[src/rtl/alu_arbiter.sv]
// alu_arbiter: round-robin arbiter sharing one combinational ALU between two
// requesters, with a 3-state IDLE/EXEC/RESP handshake FSM.
//
// Ports:
//   clk, reset                   clock, synchronous active-high reset
//   reqN_valid / reqN_ready      request handshake for port N (N = 0, 1)
//   reqN_srca/srcb/ctrl          request operands and ALU op code
//   alu_srca/srcb/control        latched operands driven to the shared ALU
//   alu_result, alu_zero         combinational ALU return
//   rspN_valid / rspN_ready      response handshake for port N
//   rsp_result, rsp_zero         registered response data, shared by both ports
//   busy                         high while an operation is in flight
module alu_arbiter #(
    parameter int WIDTH = 32
) (
    input  logic             clk,
    input  logic             reset,

    input  logic             req0_valid,
    output logic             req0_ready,
    input  logic [WIDTH-1:0] req0_srca,
    input  logic [WIDTH-1:0] req0_srcb,
    input  logic [2:0]       req0_ctrl,

    input  logic             req1_valid,
    output logic             req1_ready,
    input  logic [WIDTH-1:0] req1_srca,
    input  logic [WIDTH-1:0] req1_srcb,
    input  logic [2:0]       req1_ctrl,

    output logic [WIDTH-1:0] alu_srca,
    output logic [WIDTH-1:0] alu_srcb,
    output logic [2:0]       alu_control,
    input  logic [WIDTH-1:0] alu_result,
    input  logic             alu_zero,

    output logic             rsp0_valid,
    input  logic             rsp0_ready,
    output logic             rsp1_valid,
    input  logic             rsp1_ready,
    output logic [WIDTH-1:0] rsp_result,
    output logic             rsp_zero,

    output logic             busy
);

    localparam logic [1:0] IDLE = 2'd0;
    localparam logic [1:0] EXEC = 2'd1;
    localparam logic [1:0] RESP = 2'd2;

    logic [1:0]       state;
    logic [1:0]       state_nxt;
    logic             ptr;
    logic             gnt;
    logic             settle;
    logic             any_valid;
    logic             pick;
    logic             take;
    logic             rsp_fire;
    logic [WIDTH-1:0] opa;
    logic [WIDTH-1:0] opb;
    logic [2:0]       op;

    // settle blocks acceptance for the first cycle after reset is released
    always_comb begin
        any_valid = req0_valid | req1_valid;
        // ptr names the preferred port; fall back to the other one
        pick      = ptr ? req1_valid : ~req0_valid;
        take      = (state == IDLE) & any_valid & ~reset & ~settle;
        rsp_fire  = gnt ? rsp1_ready : rsp0_ready;
    end

    always_comb begin
        req0_ready  = take & ~pick;
        req1_ready  = take & pick;
        rsp0_valid  = (state == RESP) & ~gnt & ~reset;
        rsp1_valid  = (state == RESP) & gnt & ~reset;
        busy        = (state != IDLE) & ~reset;
        alu_srca    = opa;
        alu_srcb    = opb;
        alu_control = op;
    end

    always_comb begin
        state_nxt = state;
        case (state)
            IDLE: if (take) state_nxt = EXEC;
            EXEC: state_nxt = RESP;
            RESP: if (rsp_fire) state_nxt = IDLE;
            default: state_nxt = IDLE;
        endcase
    end

    always_ff @(posedge clk) begin
        if (reset) begin
            state      <= IDLE;
            ptr        <= 1'b0;
            gnt        <= 1'b0;
            settle     <= 1'b1;
            opa        <= '0;
            opb        <= '0;
            op         <= 3'b000;
            rsp_result <= '0;
            rsp_zero   <= 1'b0;
        end else begin
            settle <= 1'b0;
            state  <= state_nxt;
            if (take) begin
                gnt <= pick;
                opa <= pick ? req1_srca : req0_srca;
                opb <= pick ? req1_srcb : req0_srcb;
                op  <= pick ? req1_ctrl : req0_ctrl;
            end
            if (state == EXEC) begin
                rsp_result <= alu_result;
                rsp_zero   <= alu_zero;
            end
            // hand priority to the port that was not just served
            if (state == RESP && rsp_fire) begin
                ptr <= ~gnt;
            end
        end
    end

endmodule

[config.mk]
export PLATFORM = sky130hd
export DESIGN_NAME = alu_arbiter
export DESIGN_NICKNAME = d
export VERILOG_FILES = /design/src/rtl/alu_arbiter.sv
export SDC_FILE = /design/constraint.sdc
export NUM_CORES = 1
export LEC_CHECK = 0
export ABC_AREA = 0
export CAP_MARGIN = 15
export CELL_PAD_IN_SITES_DETAIL_PLACEMENT = 1
export CELL_PAD_IN_SITES_GLOBAL_PLACEMENT = 1
export CORE_MARGIN = 1.5
export CORE_UTILIZATION = 27
export DETAILED_ROUTE_END_ITERATION = 12
export PLACE_DENSITY_LB_ADDON = 0.05
export SLEW_MARGIN = 20
export SYNTH_ARGS = -nofsm -noshare
export SYNTH_HDL_FRONTEND = slang
export SYNTH_SLANG_ARGS = --single-unit
[constraint.sdc]
create_clock -name clk -period 3.2 [get_ports clk]
set_clock_uncertainty 0.1 [all_clocks]
set_input_delay 0.32 -clock clk [delete_from_list [all_inputs] [get_ports clk]]
set_output_delay 0.32 -clock clk [all_outputs]
set_load 0.02 [all_outputs]
==> out/qor.txt <==
Result of the run = completed
Share of the clock period used by the worst path after layout = 0.7807
Total via count after detailed routing = 5385
Worst Setup Start Kind = flip-flop
Switching Fraction = 0.2907
Tightest Hold Check Type = primary input to flip-flop
TritonCTS clock tree = done
Number of different library cells in the post-synthesis netlist = 25
Filler instances = 1893
Internal = 2.526 mW
Number of clock sinks seen by CTS = 105
Area of the mapped netlist = 4584 um2
Final core area utilization = 0.4700
Actual slew at the worst max-slew pin = 1.013 ns
Count of final max-slew check failures = 0
Hold buffer count at CTS = 0
Average routed wire per standard cell = 19.04 um
Period minus WS final = 2.498 ns
I/O pin cnt = 278
Number of H-tree levels = 3
Final-layout setup total negative slack = 0 ns
Buffer type at the clock tree root = clkbuf_16
Upper clock frequency limit = 0.4003 GHz
Final worst slack = 0.7019 ns
Busiest layer in global routing = met2
Largest driver fanout on the critical path = 6
First-pass DRT Iterations = 7
Global router's overall resource usage = 0.2164
Kind of critical path = flip-flop to output pin
Total Nets Final = 974
Number of antenna violations at the first check in global routing = 0
Relative area change from synthesis to final layout = 70.03%
Data arrival time at the worst-slack endpoint = 2.08 ns
Element type at the critical path end = output pin
Portion of synthesized cell area occupied by the leading cell type = 0.4585
Number of global-route vias before repair = 5572
Standard cell area after detailed placement = 7475 um2
Share of final-layout standard cells stronger than drive strength 1 = 0.04715
Overall Power = 3.562 mW
Clk Latency, worst-skew pair = 0.35 ns
Worst slew margin relative to its limit = 0.3249
Post-route DRC = 0
Area contributors post-synth = dfxtp_1, a311oi_1, a21oi_1
Clock tree buffer depth = 2
First-pass GRT wire length = 30520 um
Maximum number of pins on one net before global-route repair = 89
Final cell count without fillers = 1026
Total gr overflow = 0
Data required time of the worst path = 2.78 ns
Number of buffers inserted by port buffering = 277
Die width = 133.3 um
Clk slew on worst S/H paths = 0.07 ns
Max-cap violations = 0
Sequential Power Share = 0.403
# placed instances = 1010
Antenna diode count = 0
Detailed Place HPWL = 13060 um
Post-route cell area = 7795 um2
Yosys Warn Count = 0
Met3 routing resource usage after global routing = 0.05441
Core region area = 16580 um2
Area leader, netlist = dfxtp_1
Hold Vio Cnt, Final = 0
Die Y = 133.3 um
Number of gates given a new drive strength after cts = 0
Fraction of the yosys area taken by sequential cells = 0.4585
Met2 usage in global routing = 0.3670
GP Congestion = 0.7585
Buffers inserted during post-CTS setup optimization = 0
Post-Syn Nets = 745
Largest vdd supply drop = 0.0002669 V
Total power density per cell area = 456.9 nW/um2
Routed vias/inst = 5.249
Setup violations, final = 0
Core Rows = 47
Static leakage power = 2.609 nW
Power share of the clock group = 0.341
Final ANT Viol Nets = 0
Full die area = 17770 um2
Register bit total from synthesis = 105
Relative contribution of combinational cells to total power = 0.256
Cells after Synth = 572
Violation count after the first detailed-route iteration = 213
Net load switching power = 1.035 mW
Worst setup slack after placement = 0.8255 ns
Initial Util = 0.2764
Per-instance average area after synthesis = 8.015 um2
Minimum hold slack = 0.2117 ns
RSZ-0062 raised after global routing = false
Total clock buffers created by CTS = 9
Fraction of met1 tracks used by global routing = 0.2598
Total length of routed wires = 19530 um
[power groups by stage]
stage / clock, mW / combinational (mW) / sequential [mW]
after floorplan: 0 / 0.336 / 1.55
after global placement: 0 / 0.901 / 1.46
after detailed placement: 0 / 0.918 / 1.47
after CTS: 1.25 / 0.923 / 1.44
after global routing: 1.30 / 0.986 / 1.45
final: 1.21 / 0.912 / 1.44
[placed cells by master, fill, tap and decap left out, types with 2 or more instances in the layout]
cell	netlist	routed
a21oi_1	104	104
a311oi_1	67	67
buf_12	0	2
buf_4	1	12
bufinv_16	0	2
clkbuf_16	0	9
clkdlybuf4s50_1	0	276
clkinv_4	0	2
dfxtp_1	105	105
inv_1	2	2
nand2_1	67	67
nand2b_1	4	2
nand2b_2	0	2
nand3_1	67	67
nor2_1	2	2
o21ai_0	68	68
[routing by layer]
layer,up-vias,share of wire
li1,2562,-
met1,2578,0.42
met2,210,0.48
met3,35,0.070
met4,0,0.031
met5,-,0
[cell usage after synthesis (all sizes together)]
library cell and n:
o21ai 68, a21bo 1, clkbuf 50, buf 22, o21bai 1, a311oi 67, or2 1, nand4 1
nor3b 1, and2b 1, a21oi 104, nor2b 3, nor3 1, nand2 67, and3b 1, inv 3
dfxtp 105, nor4 1, nand2b 4, nor2 2, a211o 1, nand3 67
[flip-flops by register name, indices dropped and copies added, names as in the netlist]
| signal | cells |
|---|---|
| gnt | 1 |
| ptr | 1 |
| alu_srcb | 32 |
| state | 2 |
| rsp_result | 32 |
| alu_srca | 32 |
| settle | 1 |
| alu_control | 3 |
| rsp_zero | 1 |
[cell type report]
type                    instances  area [um2]  area share
clock buffers                  10       229.0     0.02937
clock inverters                 6       91.34     0.01172
repair buffers                290        2893      0.3711
multi-input cells             392        2191      0.2811
well taps                     220       275.3     0.03531
inverters                       3       13.76    0.001766
flip-flops and latches        105        2102      0.2697
[worst paths after layout]
check / endpoint / slack, ns / start / cells past startpoint
max: req0_ready / 0.70 / state[0] / 4
min: rsp_result[27] / 0.21 / reset / 2
max reg2reg: alu_srca[13] / 1.19 / state[0] / 4
min reg2reg: rsp_zero / 0.35 / rsp_zero / 2
[logic make-up (layout without fill, tap and decap cells)]
logic type / Yosys count / in the layout / share of synthesized area
AOI/OAI and AO/OA: 242 / 242 / 0.3215
buffers and inverters: 75 / 309 / 0.06714
DFF: 105 / 105 / 0.4585
and+or+nand+nor: 150 / 150 / 0.1528
[critical path, stage by stage, from the launching register on]
cell	delay (ns)
dfxtp_1	0.38
nor4_4	0.35
nand2_1	0.16
a21oi_1	0.15
clkdlybuf4s50_1	0.68
(Power assumes the default switching activity.)
==> RTL change 1, RTL diff (config.mk and constraints unchanged) <==
The parameter `WIDTH` goes from 32 to 64.
--- a/src/rtl/alu_arbiter.sv
+++ b/src/rtl/alu_arbiter.sv
@@ -11,7 +11,7 @@
 //   rsp_result, rsp_zero         registered response data, shared by both ports
 //   busy                         high while an operation is in flight
 module alu_arbiter #(
-    parameter int WIDTH = 32
+    parameter int WIDTH = 64
 ) (
     input  logic             clk,
     input  logic             reset,
Ports: changed (8 resized); port bits go from 278 to 534. The function was not compared with the original's and may differ.
==> RTL change 1 against the unedited design <==
Worst setup slack worse by 0.30 ns; sequential cell count is 96 higher; sequential share of layout area is 0.32 points lower; area after synthesis is 89% higher; total power is 110% higher; utilization is 0.72 points higher; routed wire length is 130% higher; cell area is 94% higher; maximum frequency is 11% lower; hold slack worse by 0.13 ns.
==> RTL change 1: results (changes against the unedited design) <==
| Metric | Value |
|---|---|
| GP Congestion | `0.8054 (was 0.7585)` |
| Sequential area share after synthesis | `0.4633 (was 0.4585)` |
| 1st-iter DRT viols | `601 (was 213)` |
| Leakage | `5.040 nW (was 2.609 nW)` |
| Peak supply drop | `0.3760 mV (was 0.2669 mV)` |
| Synth area leaders | `dfxtp_1 46%, a311oi_1 13%, a21oi_1 12% (was dfxtp_1 46%, a311oi_1 13%, a21oi_1 11%)` |
| CTS H-Tree Depth | `1 (was 3)` |
| Slowest CP cell | `clkdlybuf4s50_1 (unchanged)` |
| Hold Vio Cnt, Final | `0 (unchanged)` |
| Root buffer cell | `clkbuf_16 (unchanged)` |
| Final Slew Violations | `0 (unchanged)` |
| Postcts setup bufs | `0 (unchanged)` |
| Clock transition at path regs | `0.06 ns` |
| Layout cells sized above 1 | `0.04224 (was 0.04715)` |
| Drt first pass iters | `5 (was 7)` |
| Synth cell count leaders | `201 x dfxtp_1, 200 x a21oi_1, 132 x o21ai_0 (was 105 x dfxtp_1, 104 x a21oi_1, 68 x o21ai_0)` |
| Status | `finished, final reports clean (unchanged)` |
| Filler instances | `3648 (was 1893)` |
| Clk_lat worst skew | `0.51 ns (was 0.35 ns)` |
| Cts repair resizes | `0 (unchanged)` |
| IO Port Bufs | `533 (was 277)` |
| Total CTS buffers | `25 (was 9)` |
| Chip width | `182.4 um (was 133.3 um)` |
| Mapped Nets | `1419 (was 745)` |
| CTS Buffer Depth | `3 (was 2)` |
| Detailed Place HPWL | `29.53 mm (was 13.06 mm)` |
| CP Max Fanout | `6 (unchanged)` |
| Cell variety after synth | `25 (unchanged)` |
| Ys async rst share | `0 (unchanged)` |
| Initial antenna violation count | `20 (was 0)` |
| Yosys warning count | `0 (unchanged)` |
| Largest net degree at the start of global routing | `132 (was 89)` |
| Vias | `10.47k (was 5385)` |
| Hold crit path type | `in2reg (unchanged)` |
| Gr usage total | `0.2528 (was 0.2164)` |
| Count of nets after finishing | `1855 (was 974)` |
| CP max stage delay | `0.62 ns (was 0.68 ns)` |
| CP arrival | `2.38 ns (was 2.08 ns)` |
| Total Routed Length | `44.80 mm (was 19.53 mm)` |
| First-pass GRT wire length | `64.69 mm (was 30.52 mm)` |
| Critical path's top delay family | `simple AND/OR/NAND/NOR gates (was buffers and inverters)` |
| Worst slew pin tran | `0.7487 ns (was 1.013 ns)` |
RTL change 1: logic make-up after synthesis:
family	count (synthesis)	synth area share
compound gates	466	0.3264
buf+inv	141	0.06511
flops	201	0.4633
simple gates	278	0.1452
RTL change 1: worst register-to-register path, stage by stage, from the launching register on:
cell and delay, ns:
dfxtp_1 0.40, nor4_4 0.49, nand2_1 0.19, inv_4 0.37
buf_12 0.30, a311oi_1 0.22
RTL change 1: final timing paths:
check                               startpoint        endpoint  slack (ns)  depth (start not counted)
worst min register to register  rsp_result[48]  rsp_result[48]        0.35                          2
worst min-delay path                     reset          settle        0.08                          1
worst max register to register        state[1]    alu_srca[38]        0.98                          5
worst max-delay path                  state[1]      req0_ready        0.40                          4
RTL change 1: where the power goes:
group | switching [mW] | total (mW) | internal [mW]
registers | 0.0910 | 2.75 | 2.66
clock network | 1.12 | 2.78 | 1.66
logic | 0.925 | 1.78 | 0.858
RTL change 1: routing by layer:
layer	track usage	part of all wire	wire (um)
met5	0	0.0014	64
met2	0.4328	0.50	22180
met3	0.08162	0.081	3648
met1	0.2861	0.39	17400
met4	0.1154	0.034	1513
RTL change 1: area by class of cell:
class                      count  area share
inverter                       3   0.0009115
sequential                   201      0.2665
clock inverter                 5    0.001823
antenna                       16    0.002652
multi-input combinational    744      0.2738
timing repair buffer         547      0.3695
clock buffer                  39     0.05154
tap                          402     0.03331
RTL change 1: metrics by stage:
stage          worst slack (ns)  hold slack [ns]    util  area, um^2  instances
2_1_floorplan             1.321           0.2477       -        8686       1086
3_3_place_gp             0.6059           0.3409  0.4505       14250       1897
3_5_place_dp             0.5962           0.3473  0.4505       14250       1897
4_1_cts                  0.3512           0.1011  0.4760       15060       1941
5_1_grt                  0.2856          0.09919  0.4771       15090       1955
6_report                 0.4020          0.08171  0.4773       15100       1957
==> RTL change 2, RTL diff (config.mk and constraints unchanged) <==
Without the edit above. Reset style: asynchronous (`reset`), changed in one clocked block. Comments in the files are not updated.
--- a/src/rtl/alu_arbiter.sv
+++ b/src/rtl/alu_arbiter.sv
@@ -91,7 +91,7 @@
         endcase
     end
 
-    always_ff @(posedge clk) begin
+    always_ff @(posedge clk or posedge reset) begin
         if (reset) begin
             state      <= IDLE;
             ptr        <= 1'b0;
Formal check against the unedited RTL: differs if reset is asserted again (counterexample within 4 cycles, from zero or initial values and one cycle with reset high); with reset held inactive, the same outputs for 10 cycles.
==> RTL change 2 against the unedited design <==
Cell area increased by 3.7%; highest routed layer unchanged; worst setup slack got worse by 0.17 ns; critical endpoint is now req1_ready; routed wire length about the same; global-route usage decreased by 0.94 points; utilization decreased by 0.60 points; maximum frequency decreased by 6.3%; area after synthesis increased by 5.4%; sequential cell count unchanged.
Power is not compared: it rests on default switching activity, and its combinational part moved more than twofold at a synthesized area within 25%.
==> RTL change 2: results (changes against the unedited design) <==
| Metric | Value |
|---|---|
| 1st-iter DRT viols | `154 (was 213)` |
| Layout cells sized above 1 | `0.09472 (was 0.04715)` |
| Worst r2r src | `state[1] (was state[0])` |
| Largest net degree at the start of global routing | `68 (was 89)` |
| Synth Area in Compound Gates | `0.2310 (was 0.3215)` |
| First-pass GRT wire length | `29.68 mm (was 30.52 mm)` |
| Count of nets after finishing | `908 (was 974)` |
| GP Congestion | `0.7359 (was 0.7585)` |
| Ys flop type | `dfrtp_1 (was dfxtp_1)` |
| Vias in the first global route | `5371 (was 5572)` |
| Mapped Nets | `661 (was 745)` |
| Ys async rst share | `1.000 (was 0)` |
| RR Endpoint | `alu_srca[12] (was alu_srca[13])` |
| Detailed Place HPWL | `13.28 mm (was 13.06 mm)` |
| Status | `finished, final reports clean (unchanged)` |
| Drt first pass iters | `4 (was 7)` |
| Wire per inst | `20.27 um (was 19.04 um)` |
| Cell variety after synth | `23 (was 25)` |
| Slew headroom | `0.4458 (was 0.3249)` |
| Gr usage total | `0.2070 (was 0.2164)` |
| Vias per cell | `5.151 (was 5.249)` |
| Synth cell count leaders | `104 x dfrtp_1, 68 x a21oi_1, 68 x a31oi_1, 67 x nand3_1, 66 x o21ai_0 (was 105 x dfxtp_1, 104 x a21oi_1, 68 x o21ai_0)` |
| Hold Startpoint | `rsp_result[16] (was reset)` |
| Int Pwr | `3.932 mW` |
| Sequential area share after synthesis | `0.5440 (was 0.4585)` |
| CP Max Fanout | `5 (was 6)` |
| Reg-to-reg setup timing slack | `1.15 ns (was 1.19 ns)` |
| Worst Hold Path Cells | `1 (was 2)` |
| CP arrival | `2.25 ns (was 2.08 ns)` |
| Mux cell area share after synthesis | `0.07923 (was 0)` |
==> RTL change 2: power groups by stage <==
stage | combinational (mW) | sequential [mW] | clock, mW
2_1_floorplan | 0.840 | 2.77 | 0
3_3_place_gp | 3.00 | 2.12 | 0
3_5_place_dp | 3.06 | 2.16 | 0
4_1_cts | 3.06 | 2.14 | 1.18
5_1_grt | 3.23 | 2.20 | 1.23
6_report | 3.02 | 2.13 | 1.14
==> RTL change 2: final cells by class <==
class,count,area [um^2]
Fill cell,1916,9334
Timing Repair Buffer,290,2908
Sequential cell,105,2629
Multi-Input combinational cell,325,1953
Tap cell,225,281.5
Clock buffer,10,229.0
Clock inverter,5,65.06
Inverter,4,17.52
==> RTL change 2: cell families (layout without fill, tap and decap cells) <==
group                  count (synthesis)  after routing
AO/OA/AOI/OAI                        206            206
flip-flops                           105            105
AND/OR/NAND/NOR                       84             84
buffers and inverters                 58            309
multiplexers                          34             34
other                                  1              1
==> RTL change 2: through the flow <==
stage          hold slack, ns  worst slack [ns]  instance area (um^2)  cells
4_1_cts                0.4125            0.5097                  8083    964
2_1_floorplan          0.3704           0.02111                  4832    488
3_3_place_gp           0.3869            0.5487                  7789    949
6_report               0.4068            0.5339                  8083    964
3_5_place_dp           0.3954            0.5050                  7789    949
5_1_grt                0.4229            0.4164                  8083    964
==> RTL change 2: layer usage <==
layer | global-route usage | vias up | part of all wire
met5 | 0 | - | 0
met4 | 0.06433 | 0 | 0.017
met3 | 0.05704 | 18 | 0.074
li1 | - | 2294 | -
met1 | 0.2466 | 2491 | 0.40
met2 | 0.3615 | 163 | 0.50
==> RTL change 2: worst max path at each step <==
stage	start	endpoint	slack [ns]
final	reset	req1_ready	0.53
after global routing	reset	req1_ready	0.42
after CTS	reset	req1_ready	0.51
after detailed placement	reset	req1_ready	0.51
after global placement	reset	req1_ready	0.55
after floorplan	reset	alu_control[0]	0.02
==> RTL change 2: worst max-delay path, cell delays in order <==
cell             delay, ns
clkdlybuf4s50_1       0.57
nor4_4                0.31
nand2_1               0.15
nor3_1                0.22
clkdlybuf4s50_1       0.68
